**config.mk**
```make
export PLATFORM = sky130hd
export DESIGN_NAME = alu_wb_stage_flat
export DESIGN_NICKNAME = d
export VERILOG_FILES = /design/src/rtl/alu_pkg.sv /design/src/rtl/alu_wb_stage_if.sv /design/src/rtl/wb_skid_fifo.sv /design/src/rtl/alu_wb_stage.sv /design/src/flat_wrapper.sv
export SDC_FILE = /design/constraint.sdc
export NUM_CORES = 1
export LEC_CHECK = 0
export ABC_AREA = 1
export CORE_MARGIN = 1.5
export CORE_UTILIZATION = 35
export DETAILED_ROUTE_END_ITERATION = 10
export HOLD_SLACK_MARGIN = 0.05
export PLACE_DENSITY_LB_ADDON = 0.25
export RECOVER_POWER = 100
export SYNTH_ARGS = -nofsm -noshare
export SYNTH_HDL_FRONTEND = slang
export SYNTH_SLANG_ARGS = --single-unit
```
**constraint.sdc**
```tcl
create_clock -name clk -period 2.6 [get_ports clk]
set_clock_uncertainty 0.2 [all_clocks]
set_input_delay 0.39 -clock clk [delete_from_list [all_inputs] [get_ports clk]]
set_output_delay 0.39 -clock clk [all_outputs]
set_load 0.02 [all_outputs]
```
**src/rtl/alu_pkg.sv**
```systemverilog
// Shared ALU definitions: operation codes, flag bit positions and the
// writeback entry record used by the ALU writeback stage.
package alu_pkg;

    localparam int unsigned ALU_DWIDTH = 32;
    localparam int unsigned ALU_RAW    = 5;

    typedef enum logic [3:0] {
        OP_ADD,
        OP_SUBWB,
        OP_MOV,
        OP_SUB,
        OP_INC,
        OP_DEC,
        OP_ADDINC,
        OP_LAND,
        OP_LOR,
        OP_LXOR,
        OP_LNOT,
        OP_LSHL
    } optype_e;

    // Bit positions inside the {c,z,o,s} flag nibble.
    localparam int unsigned FLAG_C = 3;
    localparam int unsigned FLAG_Z = 2;
    localparam int unsigned FLAG_O = 1;
    localparam int unsigned FLAG_S = 0;

    typedef struct packed {
        logic [ALU_RAW-1:0]    addr;
        logic [ALU_DWIDTH-1:0] data;
    } wb_entry_t;

endpackage

```
**src/rtl/alu_wb_stage_if.sv**
```systemverilog
// Handshake bundle between the ALU, the writeback stage and the register file.
// master = surrounding environment (ALU + register file), slave = the stage.
interface alu_wb_stage_if #(
    parameter int unsigned DWIDTH = 32,
    parameter int unsigned RAW    = 5
);
    logic              in_valid;
    logic              in_ready;
    logic [DWIDTH-1:0] in_result;
    logic [3:0]        in_flags;
    logic [RAW-1:0]    in_rd;
    logic              in_we;
    logic              in_flag_we;
    logic              wb_valid;
    logic              wb_ready;
    logic [RAW-1:0]    wb_addr;
    logic [DWIDTH-1:0] wb_data;

    modport master (
        output in_valid, in_result, in_flags, in_rd, in_we, in_flag_we, wb_ready,
        input  in_ready, wb_valid, wb_addr, wb_data
    );

    modport slave (
        input  in_valid, in_result, in_flags, in_rd, in_we, in_flag_we, wb_ready,
        output in_ready, wb_valid, wb_addr, wb_data
    );
endinterface

```
**src/rtl/wb_skid_fifo.sv**
```systemverilog
// Two-entry FIFO holding pending register-file writes. Occupancy is tracked
// as a small state machine; 1-bit read/write pointers wrap naturally.
module wb_skid_fifo
    import alu_pkg::*;
#(
    parameter type         T     = wb_entry_t,
    parameter int unsigned DEPTH = 2
) (
    input  logic       clk,
    input  logic       rst,
    input  logic       push_i,
    input  T           entry_i,
    input  logic       pop_i,
    output logic       ready_o,
    output logic       valid_o,
    output T           head_o,
    output logic [1:0] count_o
);

    typedef enum logic [1:0] {
        EMPTY = 2'd0,
        ONE   = 2'd1,
        FULL  = 2'd2
    } occ_e;

    occ_e state_q, state_d;
    logic wr_q, wr_d;
    logic rd_q, rd_d;
    T     mem_q [2];
    logic push;
    logic pop;

    assign count_o = state_q;
    assign ready_o = (count_o != 2'(DEPTH));
    assign valid_o = (state_q != EMPTY);
    assign head_o  = mem_q[rd_q];
    assign push    = push_i & ready_o;
    assign pop     = pop_i & valid_o;

    // Next occupancy and pointer advance from this cycle's push/pop.
    always_comb begin
        state_d = state_q;
        wr_d    = wr_q;
        rd_d    = rd_q;
        if (push) wr_d = ~wr_q;
        if (pop)  rd_d = ~rd_q;
        case (state_q)
            EMPTY:   if (push) state_d = ONE;
            ONE: begin
                if (push && !pop)      state_d = FULL;
                else if (pop && !push) state_d = EMPTY;
            end
            FULL:    if (pop) state_d = ONE;
            default: state_d = EMPTY;
        endcase
    end

    // State, pointers and storage; the head slot is never written while it
    // is still pending, so the presented entry stays stable under stall.
    always_ff @(posedge clk or posedge rst) begin
        if (rst) begin
            state_q <= EMPTY;
            wr_q    <= 1'b0;
            rd_q    <= 1'b0;
            for (int unsigned i = 0; i < 2; i++) mem_q[i] <= '0;
        end else begin
            state_q <= state_d;
            wr_q    <= wr_d;
            rd_q    <= rd_d;
            if (push) mem_q[wr_q] <= entry_i;
        end
    end

endmodule

```
**src/rtl/alu_wb_stage.sv**
```systemverilog
// Registered writeback stage behind alu_128bit: buffers result writes,
// keeps the architectural flag register and the sticky overflow bit.
module alu_wb_stage
    import alu_pkg::*;
#(
    parameter int unsigned DWIDTH = ALU_DWIDTH,
    parameter int unsigned RAW    = ALU_RAW,
    parameter int unsigned DEPTH  = 2
) (
    input  logic              clk,
    input  logic              rst,
    alu_wb_stage_if.slave     bus,
    output logic [3:0]        flags,
    output logic              sticky_o,
    input  logic              clr_sticky,
    output logic [1:0]        count
);

    typedef struct packed {
        logic [RAW-1:0]    addr;
        logic [DWIDTH-1:0] data;
    } entry_t;

    logic       accept;
    entry_t     entry_in;
    entry_t     head;
    logic [3:0] flags_q, flags_d;
    logic       sticky_q, sticky_d;

    assign accept   = bus.in_valid & bus.in_ready;
    assign entry_in = '{addr: bus.in_rd, data: bus.in_result};

    // Ops with in_we=0 are consumed here and never occupy a buffer slot.
    wb_skid_fifo #(
        .T     (entry_t),
        .DEPTH (DEPTH)
    ) u_fifo (
        .clk     (clk),
        .rst     (rst),
        .push_i  (accept & bus.in_we),
        .entry_i (entry_in),
        .pop_i   (bus.wb_ready),
        .ready_o (bus.in_ready),
        .valid_o (bus.wb_valid),
        .head_o  (head),
        .count_o (count)
    );

    assign bus.wb_addr = head.addr;
    assign bus.wb_data = head.data;
    assign flags       = flags_q;
    assign sticky_o    = sticky_q;

    // Flag and sticky next state; a new overflow beats a same-cycle clear.
    always_comb begin
        flags_d  = flags_q;
        sticky_d = sticky_q;
        if (accept && bus.in_flag_we) flags_d = bus.in_flags;
        if (accept && bus.in_flag_we && bus.in_flags[FLAG_O]) sticky_d = 1'b1;
        else if (clr_sticky)                                   sticky_d = 1'b0;
    end

    // Architectural flag register and sticky overflow.
    always_ff @(posedge clk or posedge rst) begin
        if (rst) begin
            flags_q  <= '0;
            sticky_q <= 1'b0;
        end else begin
            flags_q  <= flags_d;
            sticky_q <= sticky_d;
        end
    end

endmodule

```
**src/flat_wrapper.sv**
```systemverilog
// flat-port wrapper written by rule: the top's interface ports become plain ports
module alu_wb_stage_flat import alu_pkg::*;
#(
    parameter int unsigned DWIDTH = ALU_DWIDTH,
    parameter int unsigned RAW    = ALU_RAW,
    parameter int unsigned DEPTH  = 2
)
  (clk, rst, flags, sticky_o, clr_sticky, count, bus_in_valid, bus_in_result, bus_in_flags, bus_in_rd, bus_in_we, bus_in_flag_we, bus_wb_ready, bus_in_ready, bus_wb_valid, bus_wb_addr, bus_wb_data);
  alu_wb_stage_if #(.DWIDTH(DWIDTH), .RAW(RAW)) bus_i ();
  input  logic clk;
  input  logic rst;
  output logic [3:0] flags;
  output logic sticky_o;
  input  logic clr_sticky;
  output logic [1:0] count;
  input wire logic [$bits(bus_i.in_valid)-1:0] bus_in_valid;
  input wire logic [$bits(bus_i.in_result)-1:0] bus_in_result;
  input wire logic [$bits(bus_i.in_flags)-1:0] bus_in_flags;
  input wire logic [$bits(bus_i.in_rd)-1:0] bus_in_rd;
  input wire logic [$bits(bus_i.in_we)-1:0] bus_in_we;
  input wire logic [$bits(bus_i.in_flag_we)-1:0] bus_in_flag_we;
  input wire logic [$bits(bus_i.wb_ready)-1:0] bus_wb_ready;
  output wire logic [$bits(bus_i.in_ready)-1:0] bus_in_ready;
  output wire logic [$bits(bus_i.wb_valid)-1:0] bus_wb_valid;
  output wire logic [$bits(bus_i.wb_addr)-1:0] bus_wb_addr;
  output wire logic [$bits(bus_i.wb_data)-1:0] bus_wb_data;
  assign bus_i.in_valid = bus_in_valid;
  assign bus_i.in_result = bus_in_result;
  assign bus_i.in_flags = bus_in_flags;
  assign bus_i.in_rd = bus_in_rd;
  assign bus_i.in_we = bus_in_we;
  assign bus_i.in_flag_we = bus_in_flag_we;
  assign bus_i.wb_ready = bus_wb_ready;
  assign bus_in_ready = bus_i.in_ready;
  assign bus_wb_valid = bus_i.wb_valid;
  assign bus_wb_addr = bus_i.wb_addr;
  assign bus_wb_data = bus_i.wb_data;
  alu_wb_stage #(.DWIDTH(DWIDTH), .RAW(RAW), .DEPTH(DEPTH)) u_core (.clk(clk), .rst(rst), .bus(bus_i), .flags(flags), .sticky_o(sticky_o), .clr_sticky(clr_sticky), .count(count));
endmodule
```
==> impl_metrics.toml, run 1 <==
[status]
result_of_the_run = "complete, no violations"

[placement]
buffer_ports.inserted = 93
place_ws_ns = 0.401
gp_congestion = 0.779
dp.final_hpwl_mm = 6.70

[sta]
minimum_clock_period_ns = 2.49
tightest_slew_ns = 1.05
timing.max_slew.rel_slack_pct = 29.7
unrepaired_setup_endpoints_after_global_routing = "false"
timing_hold_violations_final = 0
max_fclk_mhz = 402
final.setup.worst_slack_ns = 0.114
drv_slew = 0
setup-tns-final_ns = 0
setup_viol = 0
holdWs_ns = 0.282
period_share_pct = 95.6

[global_routing]
globalRouteMet1Util_pct = 24.9
grt_antenna_before_repair = 0
grt_max_degree = 75
grt.met3_usage_pct = 3.23
grt_pass1_wl_mm = 16.9
grt.total_usage_pct = 18.2
vias_in_the_first_global_route = 3452
total_overflow_reported_by_the_global_router = 0
top_usage_layer = "met2"
global_route.usage.met2_pct = 29.4

[clock_network]
number_of_buffers_created_by_cts = 9
clk_path_buf_depth = 2
clock_tree_from_tritoncts = "yes"
insertion_delay_ns = 0.33
cts.root.buffer_cell = "sky130_fd_sc_hd__clkbuf_8"
cts.sinks = 83
clkSlewWorstSetupHoldPaths_ns = 0.08
cts.htree.levels = 3
cts_hold_buf = 0

[power]
power.ir.vdd_worst_mv = 0.377
report.power.total_mw = 5.37
total_leakage_power_nw = 2.65
pwr_density_cell_nw_per_um2 = 1040

[synth]
yosys.cell_count.top_type = "sky130_fd_sc_hd__nand2_1"
synth_cells = 500
synth_seq_cells = 83
synth_fp_nets = 548
synth.top_cell.area_share_pct = 53.1
yosys-top-cells-count = "278 x sky130_fd_sc_hd__nand2_1, 83 x sky130_fd_sc_hd__dfrtp_1, 75 x sky130_fd_sc_hd__nand4_1"
synthesis.area_um2 = 3910
synth.yosys.warnings = 0
synth_async_sr_flop_share_pct = 100
yosysSeqAreaShare_pct = 53.1
synthDominantAreaCellType = "sky130_fd_sc_hd__dfrtp_1"
postSynth.topFlopCell = "sky130_fd_sc_hd__dfrtp_1"
synth-edff-count = 0
post_synth_num_cell_types = 18
ys_top_cells_by_area = "sky130_fd_sc_hd__dfrtp_1 53%, sky130_fd_sc_hd__nand2_1 27%, sky130_fd_sc_hd__nand4_1 12%"
synthesis.area_per_instance_um2 = 7.82

[floorplan]
die-width_um = 109
die-area_um2 = 11800
initial_utilization_pct = 35.9
floorplan.rows = 38
die_height_um = 109
area_inside_the_core_boundary_um2 = 10900
floorplan.io_pins = 94

[layout]
num-nets-final = 627
final_layout_size_suffix_gt1_share_pct = 6.35
insertedDiodeCount = 0
layout.filler_cells = 1075
layout-area-overhead-vs-synth_pct = 31.9

[drt]
dr.first_iter.drc_count = 215
drt-vias-per-instance = 4.99
vias = 3608
drcViolationCount = 0
ant_nets = 0
post_drt_wl_per_cell_um = 14.5
routed_wirelength_mm = 10.5
detail_route.first_pass.iterations = 4

[setup_path]
max_stage_delay_ns = 0.68
critPathKind = "reg2out"
critical-path-top-cell-by-count = "sky130_fd_sc_hd__nand2_1"
required_ns = 2.01
worstPathArrival_ns = 1.90
worst_path_max_delay_cell = "sky130_fd_sc_hd__dlygate4sd3_1"
critical_path.reg2reg.endpoint = "u_core.u_fifo.mem_q[47]$_DFFE_PP0P_"
cp-end-kind = "output pin"
path_cells = "buf_6, nand2_1, nand2_1, dlygate4sd3_1"
worstRegToRegCells = 7
reg2reg_from = "u_core.u_fifo.wr_q$_DFFE_PP0N_"
worstSetupStartpointType = "flip-flop"
cp_max_fo = 37
timing.reg2reg.setup_slack_ns = 0.38

[min_path]
min-delay-start = "u_core.u_fifo.mem_q[23]$_DFFE_PP0P_"
timing.hold.worst_path_depth = 2
type_of_the_most_critical_hold_path = "reg2reg"
hold_path_end = "u_core.u_fifo.mem_q[23]$_DFFE_PP0P_"

[job]
max_cap_violations = 0
cells in the final DEF, fill, tap and decap left out, types with 2 or more instances in the layout:
master	n
sky130_fd_sc_hd__nand2_1	279
sky130_fd_sc_hd__dfrtp_1	83
sky130_fd_sc_hd__nand4_1	75
sky130_fd_sc_hd__clkdlybuf4s50_1	73
sky130_fd_sc_hd__dlygate4sd3_1	19
sky130_fd_sc_hd__clkbuf_8	10
sky130_fd_sc_hd__buf_4	8
sky130_fd_sc_hd__inv_1	5
sky130_fd_sc_hd__o21ai_0	5
sky130_fd_sc_hd__clkbuf_2	4
sky130_fd_sc_hd__inv_2	3
sky130_fd_sc_hd__nand3_1	3
sky130_fd_sc_hd__bufinv_16	2
sky130_fd_sc_hd__clkinv_2	2
layout make-up:
class | count | area (um^2) | share of cell area, %
clock buffer | 10 | 138 | 2.67
clock inverter | 5 | 77.6 | 1.50
inverter | 9 | 35.0 | 0.679
multi-input combinational | 368 | 1610 | 31.2
sequential | 83 | 2080 | 40.3
tap | 140 | 175 | 3.40
timing repair buffer | 108 | 1040 | 20.3
routing by layer:
metal	share of wire, %	wire length, um
met2	46	4830
met4	1.4	142
met5	0	0
met1	48	5020
met3	4.6	479
cell families (layout without fill, tap and decap cells):
family	Yosys count	in the layout	share of synthesized area, %
XOR/XNOR	1	1	0.224
AND/OR/NAND/NOR	359	359	39.6
buffers and inverters	49	132	5.85
AO/OA/AOI/OAI	8	8	1.18
flip-flops	83	83	53.1
power breakdown:
| part | total [mW] | internal, mW | leakage, nW | switching [mW] |
|---|---|---|---|---|
| clock network | 1.00 | 0.559 | 0.108 | 0.442 |
| registers | 1.95 | 1.71 | 1.03 | 0.235 |
| logic | 2.42 | 1.00 | 1.51 | 1.42 |
| total | 5.37 | 3.28 | 2.65 | 2.09 |
repair_timing:
action                                  in CTS  in global routing
setup buffers                                0                  0
gates resized for setup                      0                  2
endpoints found under the setup margin       0                 29
state kept, by name, summed over array words and instances (netlist names):
register / cells
u_core.u_fifo.rd_q: 1
u_core.u_fifo.mem_q: 74
u_core.sticky_o: 1
u_core.flags: 4
u_core.u_fifo.count_o: 2
u_core.u_fifo.wr_q: 1
critical path: cells and delay by family, from the launching register on:
family / cells / cell delay (ns)
buffers and inverters: 2 / 0.99
flip-flops: 1 / 0.38
AND/OR/NAND/NOR: 2 / 0.19
metrics by stage:
stage,utilization [%],instances,area [um^2]
after floorplan,-,500,3920
after global placement,45.7,708,4980
after detailed placement,45.7,708,4980
after CTS,47.7,723,5190
after global routing,47.4,723,5160
final,47.4,723,5160
worst max path at each step:
stage / from / slack (ns) / end
4_1_cts: u_core.u_fifo.rd_q$_DFFE_PP0P_ / 0.03 / bus_wb_addr[4]
6_report: u_core.u_fifo.rd_q$_DFFE_PP0P_ / 0.11 / bus_wb_data[31]
3_3_place_gp: u_core.u_fifo.rd_q$_DFFE_PP0P_ / 0.42 / bus_wb_addr[4]
5_1_grt: u_core.u_fifo.rd_q$_DFFE_PP0P_ / 0.02 / bus_wb_data[5]
3_5_place_dp: u_core.u_fifo.rd_q$_DFFE_PP0P_ / 0.40 / bus_wb_addr[4]
2_1_floorplan: u_core.u_fifo.rd_q$_DFFE_PP0P_ / 0.92 / bus_wb_data[10]
No activity file was read; power rests on OpenSTA's default activity.
==> inputs of run 2 (changes only) <==
==> constraint.sdc (replaced) <==
create_clock -name clk -period 2.6 [get_ports clk]
set_clock_uncertainty 0.2 [all_clocks]
set_input_delay 0.78 -clock clk [delete_from_list [all_inputs] [get_ports clk]]
set_output_delay 0.78 -clock clk [all_outputs]
set_load 0.02 [all_outputs]
==> run 2 against run 1 <==
Count of clock-buffer cells in the layout increased by 2. Hold slack better by 0.0013 ns. Sequential share of layout area up 0.12 points. Via count up 1.8%. Critical path type unchanged. Largest power group unchanged. Highest routed layer unchanged.
==> impl_metrics.toml, run 2 (same netlist as run 1, synthesis figures left out) <==
[layout]
final_layout_size_suffix_gt1_share_pct = 6.64
layout-area-overhead-vs-synth_pct = 31.5
max_ffs_per_register = 74
largest_register = "u_core.u_fifo.mem_q"
final_common_cell = "sky130_fd_sc_hd__nand2_1"
layout.filler_cells = 1056
mostFrequentLayoutCells = "278 x sky130_fd_sc_hd__nand2_1, 83 x sky130_fd_sc_hd__dfrtp_1, 75 x sky130_fd_sc_hd__nand4_1"
multi_input_combinational_cell_area_um2 = 1610
insertedDiodeCount = 0
finalCoreUtilization_pct = 47.2
sequential_cell_area_um2 = 2080
fin_area_um2 = 5140
num-nets-final = 630

[min_path]
hold_path_end = "u_core.u_fifo.mem_q[56]$_DFFE_PP0P_"
timing.hold.worst_path_depth = 2
min-delay-start = "u_core.u_fifo.mem_q[56]$_DFFE_PP0P_"
type_of_the_most_critical_hold_path = "reg2reg"

[drt]
routed_wirelength_mm = 10.6
drt-vias-per-instance = 5.05
vias = 3673
ant_nets = 0
dr.first_iter.drc_count = 201
drcViolationCount = 0
post_drt_wl_per_cell_um = 14.6
detail_route.first_pass.iterations = 4

[setup_path]
critPathTopFamily = "buffers and inverters"
worst_path_max_delay_cell = "sky130_fd_sc_hd__dfrtp_1"
worstRegToRegCells = 7
cp_max_fo = 14
critPathKind = "reg2out"
cp-end-kind = "output pin"
crit_buf_inv = 3
critical-path-top-cell-by-count = "sky130_fd_sc_hd__nand2_1"
timing.reg2reg.setup_slack_ns = 0.41
max_stage_delay_ns = 0.39
path_cells = "inv_1, buf_4, nand2_1, nand2_1, dlygate4sd2_1"
required_ns = 1.62
worstSetupStartpointType = "flip-flop"
reg2reg_from = "u_core.u_fifo.wr_q$_DFFE_PP0N_"
worstPathArrival_ns = 1.55
critical_path.reg2reg.endpoint = "u_core.u_fifo.mem_q[39]$_DFFE_PP0P_"

[placement]
gp_congestion = 0.776
dp.final_hpwl_mm = 6.83
postPlaceCellArea_um2 = 5010
buffer_ports.inserted = 93

[sta]
tightest_slew_ns = 0.974
timing.max_slew.rel_slack_pct = 35.1
setup_viol = 0
setup-tns-final_ns = 0
timing_hold_violations_final = 0
max_fclk_mhz = 396
minimum_clock_period_ns = 2.53
drv_slew = 0
period_share_pct = 97.2
holdWs_ns = 0.284
unrepaired_setup_endpoints_after_global_routing = "true"

[clock_network]
insertion_delay_ns = 0.34
cts.root.buffer_cell = "sky130_fd_sc_hd__clkbuf_8"
cts.htree.levels = 3
number_of_buffers_created_by_cts = 9
clkSlewWorstSetupHoldPaths_ns = 0.08
cts.sinks = 83
clock_tree_from_tritoncts = "yes"
clk_path_buf_depth = 2

[power]
power.ir.vdd_worst_mv = 0.397
total_leakage_power_nw = 2.73
pwr_density_cell_nw_per_um2 = 1010
report.power.total_mw = 5.21

[global_routing]
total_overflow_reported_by_the_global_router = 0
vias_in_the_first_global_route = 3639
grt.total_usage_pct = 19.1
grt_max_degree = 39
grt_pass1_wl_mm = 17.5
grt_antenna_before_repair = 0

[floorplan]
die_height_um = 109
die-area_um2 = 11800
initial_utilization_pct = 35.9
die-width_um = 109
floorplan.rows = 38
floorplan.io_pins = 94
area_inside_the_core_boundary_um2 = 10900

[job]
max_cap_violations = 0

[status]
result_of_the_run = "complete, no violations"
[run 2: through the flow]
stage / instances / setup slack, ns
after floorplan: 500 / 0.532
after global placement: 711 / 0.182
after detailed placement: 711 / 0.150
after CTS: 727 / 0.0375
after global routing: 727 / -0.00950
final: 727 / 0.0741
[run 2: worst max-delay path by stage]
stage	startpoint	to	slack (ns)	cells after the start
after global routing	u_core.u_fifo.rd_q$_DFFE_PP0P_	bus_wb_data[22]	-0.01	5
after global placement	u_core.u_fifo.rd_q$_DFFE_PP0P_	bus_wb_addr[4]	0.18	5
after floorplan	u_core.u_fifo.rd_q$_DFFE_PP0P_	bus_wb_data[10]	0.53	5
after detailed placement	u_core.u_fifo.rd_q$_DFFE_PP0P_	bus_wb_data[10]	0.15	5
final	u_core.u_fifo.rd_q$_DFFE_PP0P_	bus_wb_data[5]	0.07	5
after CTS	u_core.u_fifo.rd_q$_DFFE_PP0P_	bus_wb_data[10]	0.04	5
[run 2: metal layers]
metal / routed length [um] / global-route usage [%]
met2: 4840 / 30.4
met5: 0 / 0
met4: 170 / 7.05
met1: 4860 / 25.2
met3: 702 / 4.54
[run 2: what timing repair did]
action / in CTS / in global routing
setup buffers: 0 / 0
endpoints found under the setup margin: 38 / 18
gates resized for setup: 39 / 14
hold endpoints to repair: 0 / 0
hold buffers: 0 / 0
[run 2: layout make-up]
class / count / share of cell area (%)
inverter: 9 / 0.681
clock inverter: 4 / 1.46
multi-input combinational: 368 / 31.4
tap: 140 / 3.41
clock buffer: 12 / 2.63
timing repair buffer: 111 / 20.1
sequential: 83 / 40.4
[run 2: tightest hold or removal path: stages, from the launching register on]
cell                      delay (ns)
sky130_fd_sc_hd__dfrtp_1        0.34
sky130_fd_sc_hd__nand2_1        0.05
sky130_fd_sc_hd__nand2_1        0.06
[run 2: where the power goes]
group / switching, mW / internal, mW / total, mW
registers: 0.234 / 1.71 / 1.95
logic: 1.42 / 0.838 / 2.26
clock network: 0.461 / 0.543 / 1.00
total: 2.11 / 3.10 / 5.21
==> inputs of run 3 (changes only) <==
--- a/config.mk
+++ b/config.mk
@@ -8,6 +8,7 @@
 export ABC_AREA = 1
 export CORE_MARGIN = 1.5
 export CORE_UTILIZATION = 35
+export CTS_BUF_LIST = sky130_fd_sc_hd__clkbuf_4 sky130_fd_sc_hd__clkbuf_8 sky130_fd_sc_hd__clkbuf_16
 export DETAILED_ROUTE_END_ITERATION = 10
 export HOLD_SLACK_MARGIN = 0.05
 export PLACE_DENSITY_LB_ADDON = 0.25
==> run 3 against run 2 <==
Utilization grew 0.10 points. Clock power up 4%. Sequential cell count stayed put. Design area up 0.22%. Die area unchanged. Critical path depth did not move. Final cell count did not move.
==> impl_metrics.toml, run 3 (same netlist as run 1, synthesis figures left out) <==
[global_routing]
total_overflow_reported_by_the_global_router = 0
grt_antenna_before_repair = 0
grt_max_degree = 39
grt_pass1_wl_mm = 17.5
vias_in_the_first_global_route = 3637
grt.total_usage_pct = 19.1

[clock_network]
clkSlewWorstSetupHoldPaths_ns = 0.08
insertion_delay_ns = 0.34
cts.htree.levels = 3
number_of_buffers_created_by_cts = 9
cts.root.buffer_cell = "sky130_fd_sc_hd__clkbuf_8"
clock_tree_from_tritoncts = "yes"
clk_path_buf_depth = 2
post-cts-setup-buffer-count = 0
cts.sinks = 83

[floorplan]
die-width_um = 109
die_height_um = 109
floorplan.rows = 38
area_inside_the_core_boundary_um2 = 10900
initial_utilization_pct = 35.9
floorplan.io_pins = 94
die-area_um2 = 11800

[setup_path]
required_ns = 1.62
cp_max_fo = 14
crit_buf_inv = 3
critPathKind = "reg2out"
critical-path-top-cell-by-count = "sky130_fd_sc_hd__nand2_1"
reg2reg_from = "u_core.u_fifo.wr_q$_DFFE_PP0N_"
critical_path.reg2reg.endpoint = "u_core.u_fifo.mem_q[60]$_DFFE_PP0P_"
timing.reg2reg.setup_slack_ns = 0.41
path_cells = "inv_1, buf_4, nand2_1, nand2_1, dlygate4sd2_1"
cp-end-kind = "output pin"
max_stage_delay_ns = 0.39
worstRegToRegCells = 7
worst_path_max_delay_cell = "sky130_fd_sc_hd__dfrtp_1"
worstSetupStartpointType = "flip-flop"
critPathTopFamily = "buffers and inverters"
worstPathArrival_ns = 1.55

[min_path]
type_of_the_most_critical_hold_path = "reg2reg"
min-delay-start = "u_core.u_fifo.mem_q[56]$_DFFE_PP0P_"
hold_path_end = "u_core.u_fifo.mem_q[56]$_DFFE_PP0P_"
timing.hold.worst_path_depth = 2

[layout]
num-nets-final = 630
insertedDiodeCount = 0
final_common_cell = "sky130_fd_sc_hd__nand2_1"
final_layout_size_suffix_gt1_share_pct = 7.16
multi_input_combinational_cell_area_um2 = 1610
max_ffs_per_register = 74
largest_register = "u_core.u_fifo.mem_q"
mostFrequentLayoutCells = "278 x sky130_fd_sc_hd__nand2_1, 83 x sky130_fd_sc_hd__dfrtp_1, 75 x sky130_fd_sc_hd__nand4_1"
finalCoreUtilization_pct = 47.3
sequential_cell_area_um2 = 2080
layout-area-overhead-vs-synth_pct = 31.8
layout.filler_cells = 1056

[drt]
drcViolationCount = 0
detail_route.first_pass.iterations = 4
drt-vias-per-instance = 5.02
routed_wirelength_mm = 10.6
vias = 3651
dr.first_iter.drc_count = 212
post_drt_wl_per_cell_um = 14.5
ant_nets = 0

[job]
max_cap_violations = 0

[power]
power.ir.vdd_worst_mv = 0.398
pwr_density_cell_nw_per_um2 = 1020
total_leakage_power_nw = 2.74

[sta]
unrepaired_setup_endpoints_after_global_routing = "true"
period_share_pct = 97.2
setup_viol = 0
holdWs_ns = 0.284
timing_hold_violations_final = 0
max_fclk_mhz = 396
timing.max_slew.rel_slack_pct = 36.0
minimum_clock_period_ns = 2.53
setup-tns-final_ns = 0
tightest_slew_ns = 0.960
final.setup.worst_slack_ns = 0.0738
drv_slew = 0

[placement]
buffer_ports.inserted = 93
gp_congestion = 0.776
dp.final_hpwl_mm = 6.83
place_ws_ns = 0.150

[status]
result_of_the_run = "complete, no violations"
-- run 3: cell counts in the layout (fill, tap and decap cells not counted) --
No cell type changed its count.
-- run 3: worst min-delay path, stage by stage (launching register included) --
cell and delay, ns:
sky130_fd_sc_hd__dfrtp_1 0.34, sky130_fd_sc_hd__nand2_1 0.05, sky130_fd_sc_hd__nand2_1 0.06
-- run 3: worst max-delay path by stage --
stage | start | end | slack [ns] | depth (start not counted)
3_3_place_gp | u_core.u_fifo.rd_q$_DFFE_PP0P_ | bus_wb_addr[4] | 0.18 | 5
2_1_floorplan | u_core.u_fifo.rd_q$_DFFE_PP0P_ | bus_wb_data[10] | 0.53 | 5
4_1_cts | u_core.u_fifo.rd_q$_DFFE_PP0P_ | bus_wb_data[10] | 0.04 | 5
3_5_place_dp | u_core.u_fifo.rd_q$_DFFE_PP0P_ | bus_wb_data[10] | 0.15 | 5
5_1_grt | u_core.u_fifo.rd_q$_DFFE_PP0P_ | bus_wb_data[22] | -0.01 | 5
6_report | u_core.u_fifo.rd_q$_DFFE_PP0P_ | bus_wb_data[5] | 0.07 | 5
-- run 3: cell type report --
class / count / share of cell area (%)
Timing Repair Buffer: 111 / 20.0
Sequential cell: 83 / 40.3
Clock buffer: 12 / 2.84
Multi-Input combinational cell: 368 / 31.3
Clock inverter: 4 / 1.46
Tap cell: 140 / 3.40
Inverter: 9 / 0.680
-- run 3: routing by layer --
metal	up-vias	wire length [um]	share of wire [%]	global-route usage, %
li1	1791	-	-	-
met1	1731	4760	45	25.3
met2	114	4980	47	30.4
met3	15	670	6.3	4.54
met4	0	159	1.5	7.05
met5	-	0	0	0
-- run 3: repair_timing --
action | in CTS | in global routing
hold buffers | 0 | 0
setup endpoints to repair | 38 | 18
gates resized for setup | 39 | 14
cloned | 0 | 0
-- run 3: through the flow --
stage / cell area [um^2] / power (mW) / cells
floorplan: 3920 / 3.36 / 500
global placement: 5010 / 4.44 / 711
detailed placement: 5010 / 4.48 / 711
CTS: 5190 / 5.29 / 727
global route: 5150 / 5.64 / 727
finish: 5150 / 5.25 / 727
-- run 3: where the power goes --
part,internal (mW),total [mW],switching [mW]
Combinational,0.838,2.26,1.42
Clock,0.574,1.04,0.467
Sequential,1.71,1.95,0.232
